[src/rtl/uart_tx.sv]
// -----------------------------------------------------------------------------
// uart_tx -- transmit half of the UART, clocked by the 8x oversampled baud clock.
//
// Double-buffered transmitter: a host write lands in the transmit data register
// (TDR). When the line is free, the byte moves to the transmit shift register
// (TSR). The TSR then sends one frame: a start bit, data_bits data bits LSB
// first, an optional even-parity bit, and one stop bit. Each bit lasts 8 clocks.
//
// Optional feature macro: UART_TX_PARITY_EN
//   defined   : an even-parity bit follows the data bits (8E1, 11 bit times)
//   undefined : no parity state or parity register (8N1, 10 bit times)
//
// Parameters:
//   data_bits  frame data width, legal range 5..8 (default 8)
//
// Ports:
//   bclkx8   in   1          8x baud clock, the only clock
//   rst_n    in   1          synchronous active-low reset
//   tx_data  in   data_bits  byte to send, captured when tx_load is accepted
//   tx_load  in   1          write strobe, accepted only while tdre = 1
//   tdre     out  1          TDR empty, the host may write
//   tx_busy  out  1          a frame is in progress
//   txd      out  1          serial line, registered, idles high
// -----------------------------------------------------------------------------
module uart_tx #(
  parameter int unsigned data_bits = 8
) (
  input  logic                 bclkx8,
  input  logic                 rst_n,
  input  logic [data_bits-1:0] tx_data,
  input  logic                 tx_load,
  output logic                 tdre,
  output logic                 tx_busy,
  output logic                 txd
);

  typedef enum logic [2:0] {
    IDLE   = 3'd0,
    START  = 3'd1,
    DATA   = 3'd2,
`ifdef UART_TX_PARITY_EN
    PARITY = 3'd3,
`endif
    STOP   = 3'd4
  } state_e;

  localparam logic [3:0] LastBit = 4'(data_bits);

  state_e               state_q, state_d;
  logic [data_bits-1:0] tdr_q, tdr_d;
  logic [data_bits-1:0] tsr_q, tsr_d;
  logic [2:0]           ct1_q, ct1_d;
  logic [3:0]           ct2_q, ct2_d;
  logic                 tdre_q, tdre_d;
  logic                 txd_q, txd_d;
  logic                 busy_q, busy_d;
`ifdef UART_TX_PARITY_EN
  logic                 parity_q, parity_d;
`endif

  logic bit_end;
  logic transfer;

  // The last oversample clock of the current bit time.
  assign bit_end = (ct1_q == 3'd7);

  // TDR -> TSR move: from IDLE as soon as TDR is full, or straight out of the
  // final stop clock so consecutive frames abut with no idle gap. It needs
  // tdre = 0 while a host write needs tdre = 1, so the two never collide.
  assign transfer = !tdre_q && ((state_q == IDLE) || ((state_q == STOP) && bit_end));

  // ---------------------------------------------------------------------------
  // Next-state logic
  // ---------------------------------------------------------------------------
  always_comb begin
    // NOTE: every signal written here gets a default first, so no path through
    // the case statement can leave one unassigned and infer a latch.
    state_d = state_q;
    tdr_d   = tdr_q;
    tsr_d   = tsr_q;
    ct1_d   = ct1_q + 3'd1;   // wraps 7 -> 0 at the end of each bit time
    ct2_d   = ct2_q;
    tdre_d  = tdre_q;
    txd_d   = txd_q;
`ifdef UART_TX_PARITY_EN
    parity_d = parity_q;
`endif

    // Host write into TDR.
    if (tx_load && tdre_q) begin
      tdr_d  = tx_data;
      tdre_d = 1'b0;
    end

    unique case (state_q)
      IDLE: begin
        ct1_d = 3'd0;
        ct2_d = 4'd0;
        txd_d = 1'b1;
      end

      START: begin
        if (bit_end) begin
          txd_d   = tsr_q[0];
          tsr_d   = {1'b0, tsr_q[data_bits-1:1]};
          ct2_d   = 4'd1;
          state_d = DATA;
        end
      end

      DATA: begin
        if (bit_end) begin
          if (ct2_q < LastBit) begin
            txd_d = tsr_q[0];
            tsr_d = {1'b0, tsr_q[data_bits-1:1]};
            ct2_d = ct2_q + 4'd1;
          end else begin
`ifdef UART_TX_PARITY_EN
            txd_d   = parity_q;
            state_d = PARITY;
`else
            txd_d   = 1'b1;
            state_d = STOP;
`endif
          end
        end
      end

`ifdef UART_TX_PARITY_EN
      PARITY: begin
        if (bit_end) begin
          txd_d   = 1'b1;
          state_d = STOP;
        end
      end
`endif

      STOP: begin
        if (bit_end) begin
          state_d = IDLE;
          ct2_d   = 4'd0;
        end
      end

      default: begin
        state_d = IDLE;
        txd_d   = 1'b1;
      end
    endcase

    // Start a new frame: overrides the IDLE / end-of-STOP defaults above.
    if (transfer) begin
      tsr_d   = tdr_q;
      tdre_d  = 1'b1;
      ct1_d   = 3'd0;
      txd_d   = 1'b0;
      state_d = START;
`ifdef UART_TX_PARITY_EN
      // Even parity of the byte being launched, frozen for the whole frame.
      parity_d = ^tdr_q;
`endif
    end

    busy_d = (state_d != IDLE);
  end

  // ---------------------------------------------------------------------------
  // State registers (synchronous reset)
  // ---------------------------------------------------------------------------
  always_ff @(posedge bclkx8) begin
    // NOTE: non-blocking assignments here, so every register samples the
    // pre-edge value of the others regardless of statement order.
    if (!rst_n) begin
      state_q <= IDLE;
      tdr_q   <= '0;
      tsr_q   <= '0;
      ct1_q   <= 3'd0;
      ct2_q   <= 4'd0;
      tdre_q  <= 1'b1;
      txd_q   <= 1'b1;
      busy_q  <= 1'b0;
    end else begin
      state_q <= state_d;
      tdr_q   <= tdr_d;
      tsr_q   <= tsr_d;
      ct1_q   <= ct1_d;
      ct2_q   <= ct2_d;
      tdre_q  <= tdre_d;
      txd_q   <= txd_d;
      busy_q  <= busy_d;
    end
  end

`ifdef UART_TX_PARITY_EN
  always_ff @(posedge bclkx8) begin
    if (!rst_n) begin
      parity_q <= 1'b0;
    end else begin
      parity_q <= parity_d;
    end
  end
`endif

  assign tdre    = tdre_q;
  assign tx_busy = busy_q;
  assign txd     = txd_q;

endmodule

[config.mk]
export PLATFORM = sky130hd
export DESIGN_NAME = uart_tx
export DESIGN_NICKNAME = d
export VERILOG_FILES = /design/src/rtl/uart_tx.sv
export SDC_FILE = /design/constraint.sdc
export NUM_CORES = 1
export LEC_CHECK = 0
export ABC_AREA = 1
export CAP_MARGIN = 40
export CORE_MARGIN = 8
export CORE_UTILIZATION = 55
export CTS_CLUSTER_SIZE = 8
export DETAILED_ROUTE_END_ITERATION = 16
export PLACE_DENSITY = 0.78
export SLEW_MARGIN = 20
export SYNTH_ARGS = -nofsm -noshare
export SYNTH_HDL_FRONTEND = slang
export SYNTH_SLANG_ARGS = --single-unit
[constraint.sdc]
create_clock -name bclkx8 -period 2 [get_ports bclkx8]
set_clock_uncertainty 0.15 [all_clocks]
set_input_delay 0.2 -clock bclkx8 [delete_from_list [all_inputs] [get_ports bclkx8]]
set_output_delay 0.2 -clock bclkx8 [all_outputs]
set_load 0.005 [all_outputs]
==> results.sh <==
export IMPL_htreeDepth=2
export IMPL_clock_power_share=0.422
export IMPL_start_util=0.570
export IMPL_drt_total_wl_microns=2810
export IMPL_crit_buf_inv=2
export IMPL_cts_resized=0
export IMPL_synth_compound_area_frac=0.134
export IMPL_routedWlPerCell_microns=12.2
export IMPL_firstDrtPassIters=4
export IMPL_overflow=0
export IMPL_antenna_found_initial=0
export IMPL_grt_pass1_wl_microns=4950
export IMPL_cts_sinks=29
export IMPL_die_w_microns=66.2
export IMPL_drtIter0Drc=48
export IMPL_cellLeakagePower_nw=0.669
export IMPL_synth_avg_cell_area_sq_um=7.54
export IMPL_p_sw_frac=0.241
export IMPL_yosysWarnings=0
export IMPL_crit_path_max_incr_delay_ps=320
export IMPL_whs_ps=277
export IMPL_vias_per_cell=5.19
export IMPL_syn_num_nets=199
export IMPL_cpMaxStageDelayCell="dfxtp_1"
export IMPL_path_cells="ha_1 -> ha_1 -> inv_1 -> nand2_1 -> nand3_4 -> inv_1 -> nand2_1 -> nand3_1 -> nand2_1 -> nor2_1"
export IMPL_postCtsHoldBufs=0
export IMPL_clockBufferDepth=2
export IMPL_synth_simple_area_share=0.329
export IMPL_vdd_drop_max_v=0.000912
export IMPL_fmax_ghz=0.541
export IMPL_maxCapViolCount=0
export IMPL_vias=1200
export IMPL_required_ps=2090
export IMPL_seqPwrFrac=0.446
export IMPL_clk_pin_slew_ps=100
export IMPL_drive_gt1_frac=0.134
export IMPL_hpwlAfterDp_microns=2040
export IMPL_tightest_slew_ps=502
export IMPL_cts_tree="done"
export IMPL_synth_xor_area_share=0.00631
export IMPL_status="finished clean"
export IMPL_timing_setup_tns_ps=0
export IMPL_synth_fa_ha_area_frac=0.0361
export IMPL_p_per_area_mw_per_mm2=869
export IMPL_syn_inst=184
export IMPL_multi_input_area_sq_um=702
export IMPL_hold_violations=0
export IMPL_pre_cts_slack_ps=156
export IMPL_antennaDiodeCount=0
export IMPL_switchingPower_uw=343
export IMPL_critPathTopFamily="simple AND/OR/NAND/NOR gates"
export IMPL_crit_top_cell="nand2_1"
export IMPL_finalSetupViolations=0
export IMPL_synth_area_sq_mm=0.00139
export IMPL_die_y_microns=66.2
export IMPL_core_area_sq_mm=0.00243
export IMPL_cp_depth=10
export IMPL_rsz0062_at_grt="no"
export IMPL_fp_row_count=18
export IMPL_grtUsageTotal=0.146
export IMPL_min_period_ps=1850
export IMPL_critPathMaxFanout=22
export IMPL_place_gp_congestion=0.830
export IMPL_worstSetupPathType="register to register"
export IMPL_drc=0
export IMPL_maxSlewViolCount=0
export IMPL_ant_nets=0
export IMPL_seq_area_sq_um=581
export IMPL_fin_nets=215
export IMPL_slew_headroom=0.665
export IMPL_power_internal_mw=1.08
export IMPL_fillers=214
export IMPL_cts_root_buf="clkbuf_4"
export IMPL_synth_seq_cells=29
export IMPL_finalCritPeriodShare=0.924
export IMPL_worst_setup_path_start_kind="register"
export IMPL_grt_pass1_vias=1153
export IMPL_setup_slack_ps=152
export IMPL_hold_path_cell_count=1
export IMPL_clk_latency_ps=330
export IMPL_cts_setup_buffers=0
export IMPL_die_area_sq_mm=0.00439
export IMPL_r2r_cells=10
export IMPL_cts_made_buffers=5
export IMPL_synthDistinctLibCells=23
export IMPL_grt_start_max_net_pins=23
export IMPL_synth_top_family_by_area="simple AND/OR/NAND/NOR gates"
export IMPL_synth_mux_area_frac=0
export IMPL_ys_seq_area_frac=0.418
export IMPL_critical_path_endpoint_type="register"
export IMPL_cp_data_arrival_time_ps=1930
export IMPL_combPwrFrac=0.132
export IMPL_hp_class="register to register"
export IMPL_port_buffers=13
export IMPL_reg2reg_slack_ps=150
export IMPL_syn2layout_area_growth_pct=17.9
export IMPL_io_pins=14
==> metrics by stage <==
stage | cells | total power [mW] | instance area [sq um] | utilization
floorplan | 184 | 0.776 | 1390 | -
global placement | 223 | 0.826 | 1530 | 0.630
detailed placement | 223 | 0.833 | 1530 | 0.630
CTS | 231 | 1.43 | 1640 | 0.672
global route | 231 | 1.50 | 1640 | 0.672
finish | 231 | 1.42 | 1640 | 0.672
==> sequential cells by signal (all words and copies together), names as in the netlist <==
name / flops
state_q: 3
ct2_q: 4
tx_busy: 1
txd: 1
tsr_q: 8
tdr_q: 8
tdre: 1
ct1_q: 3
==> cells by family after synthesis <==
family                     count (synthesis)
and+or+nand+nor                           92
buffers and inverters                     25
AOI/OAI and AO/OA                         33
DFF                                       29
adders and majority gates                  4
xor gates and xnor gates                   1
==> Yosys cell counts <==
library cell / count / share of area
a21oi_1: 11 / 0.040
a21oi_2: 4 / 0.025
buf_4: 1 / 0.0054
buf_6: 1 / 0.0081
clkbuf_1: 3 / 0.0081
dfxtp_1: 29 / 0.42
ha_1: 4 / 0.036
inv_1: 20 / 0.054
nand2_1: 37 / 0.10
nand2_2: 1 / 0.0045
nand2_4: 3 / 0.024
nand3_1: 18 / 0.065
nand3_2: 3 / 0.022
nand3_4: 2 / 0.025
nand4_1: 1 / 0.0045
nor2_1: 23 / 0.062
nor2_2: 3 / 0.014
nor2_4: 1 / 0.0081
o21ai_0: 11 / 0.040
o21ai_1: 4 / 0.014
o21ai_2: 1 / 0.0063
o22ai_1: 2 / 0.0090
xnor2_1: 1 / 0.0063
==> cells in the final DEF (no fill, tap or decap), types with 2 or more instances in the layout <==
cell,netlist,layout
nand3_1,18,18
o22ai_1,2,2
nor2_1,23,23
a21oi_1,11,11
a21oi_2,4,4
nand2_4,3,3
nand2_1,37,37
inv_1,20,20
dfxtp_1,29,29
nand3_4,2,2
o21ai_0,11,11
ha_1,4,4
nand3_2,3,3
nor2_2,3,3
bufinv_16,0,2
o21ai_1,4,4
clkbuf_4,0,5
clkdlybuf4s50_1,0,13
==> final timing paths <==
path	endpoint	from
worst max-delay path	tsr_q[6]	ct1_q[0]
worst min-delay path	ct1_q[0]	ct1_q[0]
worst max register to register	tsr_q[6]	ct1_q[0]
worst min register to register	ct1_q[0]	ct1_q[0]
==> power by group through the flow <==
stage               registers [mW]  clock network [mW]  logic, mW
global placement             0.646                   0      0.180
global route                 0.637               0.643      0.214
detailed placement           0.647                   0      0.186
floorplan                    0.643                   0      0.133
CTS                          0.634               0.608      0.188
finish                       0.634               0.599      0.188
==> metal layers <==
layer  wire, microns  share of wire  GRT usage
met5               0              0          0
met4              45          0.016     0.0640
met3             156          0.056     0.0763
met2            1320           0.47      0.223
met1            1280           0.46      0.165
==> layout make-up <==
type / count / area share
Tap cell: 30 / 0.0230
Multi-Input combinational cell: 130 / 0.429
Clock buffer: 5 / 0.0230
Inverter: 20 / 0.0459
Timing Repair Buffer: 14 / 0.0842
Sequential cell: 29 / 0.355
Clock inverter: 3 / 0.0398
(Power assumes the default switching activity.)
==> edit (config.mk and constraints unchanged) <==
Set the parameter `data_bits` to 6 (it was 8). Comments in the files are not updated.
--- a/src/rtl/uart_tx.sv
+++ b/src/rtl/uart_tx.sv
@@ -25,3 +25,3 @@
 module uart_tx #(
-  parameter int unsigned data_bits = 8
+  parameter int unsigned data_bits = 6
 ) (
Ports: changed (resized tx_data); port bits go from 14 to 12. The function was not compared with the original's and may differ.
==> edit against the unedited design <==
- area after synthesis shrank 16%
- critical endpoint is now tsr_q[2]
- sequential share of layout area grew 2.2 points
- worst setup slack gained 0.0094 ns
- routed wire length shrank 22%
- clock power shrank 63%
- sequential cell count shrank 4
- total power shrank 36%
- die area shrank 12%
- cell count shrank 13%
- cell area shrank 19%
==> edit: results (changes against the unedited design) <==
status:
  outcome: "finished, final reports clean"
clock_tree:
  cts_max_level: 1  # -1
  root_buffer: "clkbuf_4"
  cts_resized: 0  # unchanged
  clk_latency_ns: 0.32
  cts_buffer_depth: 2  # unchanged
  clk_pin_slew_ns: 0.13  # +0.03 ns
  clock-sinks: 25  # -14%
  cts_setup_buffers: 0  # unchanged
worst_setup_path:
  startpoint_type: "flop"
  cp.arrival_ns: 1.95  # +0.02 ns
  rr_worst_depth: 10  # unchanged
  crit_path_max_fanout: 17  # -23%
  r2r-start: "ct1_q[0]"
power_and_ir_drop:
  powerDensity_nw_per_um2: 685  # -21%
  ir_drop_mv: 0.580  # -36%
  p_leak_uw: 0.000571  # -15%
sta:
  maxSlewHeadroom_pct: 72.8  # +6.3 points
flow_run:
  drv_cap: 0  # unchanged
placed_design:
  gp_congestion: 0.851  # +2.6%
  dp.cells: 197  # -12%
  placed_area_um2: 1300  # -15%
  io_buffers: 11  # -2
  hpwlAfterDp_um: 1640  # -19%
global_routing:
  grt_max_degree: 18  # -22%
  grtUsageTotal_pct: 13.1  # -1.5 points
  grt_first_pass_wirelength_um: 3770  # -24%
  grt_pass1_vias: 935  # -19%
  antenna_found_initial: 0  # unchanged
final_layout:
  buffers: 12  # -2
  signal_buffer_area_fraction_pct: 8.86  # +0.44 points
  diodes: 0  # unchanged
  inv_count: 19  # -5.0%
  multi_input_area_share_pct: 43.4  # +0.53 points
  drive_above_1_share_pct: 9.77  # -3.7 points
  clkCellAreaFrac_pct: 2.07  # -4.2 points
  largestRegisters: "tdr_q (6), tsr_q (6), ct2_q (4)"
  clkbuf_count: 3  # -2
  multi_input_gates: 114  # -12%
  seq_share_pct: 37.7  # +2.2 points
  finalNetCount: 187  # -13%
  fillers: 166  # -22%
synthesis:
  synthArstFlopShare_pct: 0  # unchanged
  ys_warn_count: 0  # unchanged
  yosysSeqAreaShare_pct: 42.8  # +0.99 points
  synth.top_cells.by_count: "nand2_1 (35), dfxtp_1 (25), nor2_1 (20)"
  synth_cell_types: 20  # -13%
  ys.flop_type: "dfxtp_1"
  synth_nets: 174  # -13%
  synth_area_leaders: "dfxtp_1 (43%), nand2_1 (11%), nand3_1 (6.9%)"
  avgSynthCellArea_um2: 7.21  # -4.3%
detailed_routing:
  first_pass_iters: 4  # unchanged
  routed_wl_um: 2180  # -22%
  drtIter0Drc: 34  # -29%
  avgRoutedWirePerCell_um: 10.9  # -11%
  avgViaCountPerCell: 5.03  # -3.2%
floorplan:
  num_rows: 16  # -2
hold_path:
  whs_path_depth: 1  # unchanged
  min-delay-path-class: "flop to flop"
  hp-start: "ct1_q[0]"
-- edit: cell count changes after synthesis, sizes merged --
cell,change
nand3b,+1
clkbuf,-1
nor2,-4
a21oi,-2
o21ai,-2
ha,-1
o22ai,-2
nand2,-2
inv,-1
dfxtp,-4
nand3,-3
nand4,-1
-- edit: metrics by stage --
stage	hold WS (ns)	worst slack [ns]
detailed placement	0.262	0.190
global route	0.318	0.0341
global placement	0.257	0.272
finish	0.274	0.161
CTS	0.281	0.168
floorplan	0.150	0.381
-- edit: critical path, cell delays in order, from the launching register on --
cell,delay (ns)
dfxtp_1,0.33
ha_1,0.19
ha_1,0.26
inv_2,0.13
nand2_1,0.07
nand3_2,0.10
buf_4,0.22
nand2_1,0.07
o21ai_1,0.08
nand2_1,0.06
a21oi_1,0.12
-- edit: kinds of logic (layout without fill, tap and decap cells) --
logic type                 count (synthesis)  after routing  share of synthesized area [%]
and+or+nand+nor                           83             83                           33.8
AOI/OAI and AO/OA                         27             27                           11.6
DFF                                       25             25                           42.8
buffers and inverters                     23             35                           7.82
adders and majority gates                  3              3                           3.21
xor gates and xnor gates                   1              1                          0.750
-- edit: per-layer routing --
layer | track usage (%) | vias to the layer above | part of all wire [%]
met5 | 0 | - | 0
met4 | 6.82 | 0 | 1.3
met3 | 3.50 | 4 | 4.8
met2 | 21.7 | 30 | 46
met1 | 15.1 | 435 | 47
li1 | - | 542 | -
-- edit: path summary, 6_finish.rpt --
| path | to | slack [ns] |
|---|---|---|
| setup / recovery | tsr_q[2] | 0.16 |
| hold / removal | ct1_q[0] | 0.27 |
| setup reg to reg | tsr_q[2] | 0.16 |
| hold reg to reg | ct1_q[0] | 0.27 |
-- edit: power breakdown --
part           total [uW]  switching [uW]  internal (uW)
clock                 221             146           75.0
combinational         153            87.9           65.4
sequential            536            12.8            523
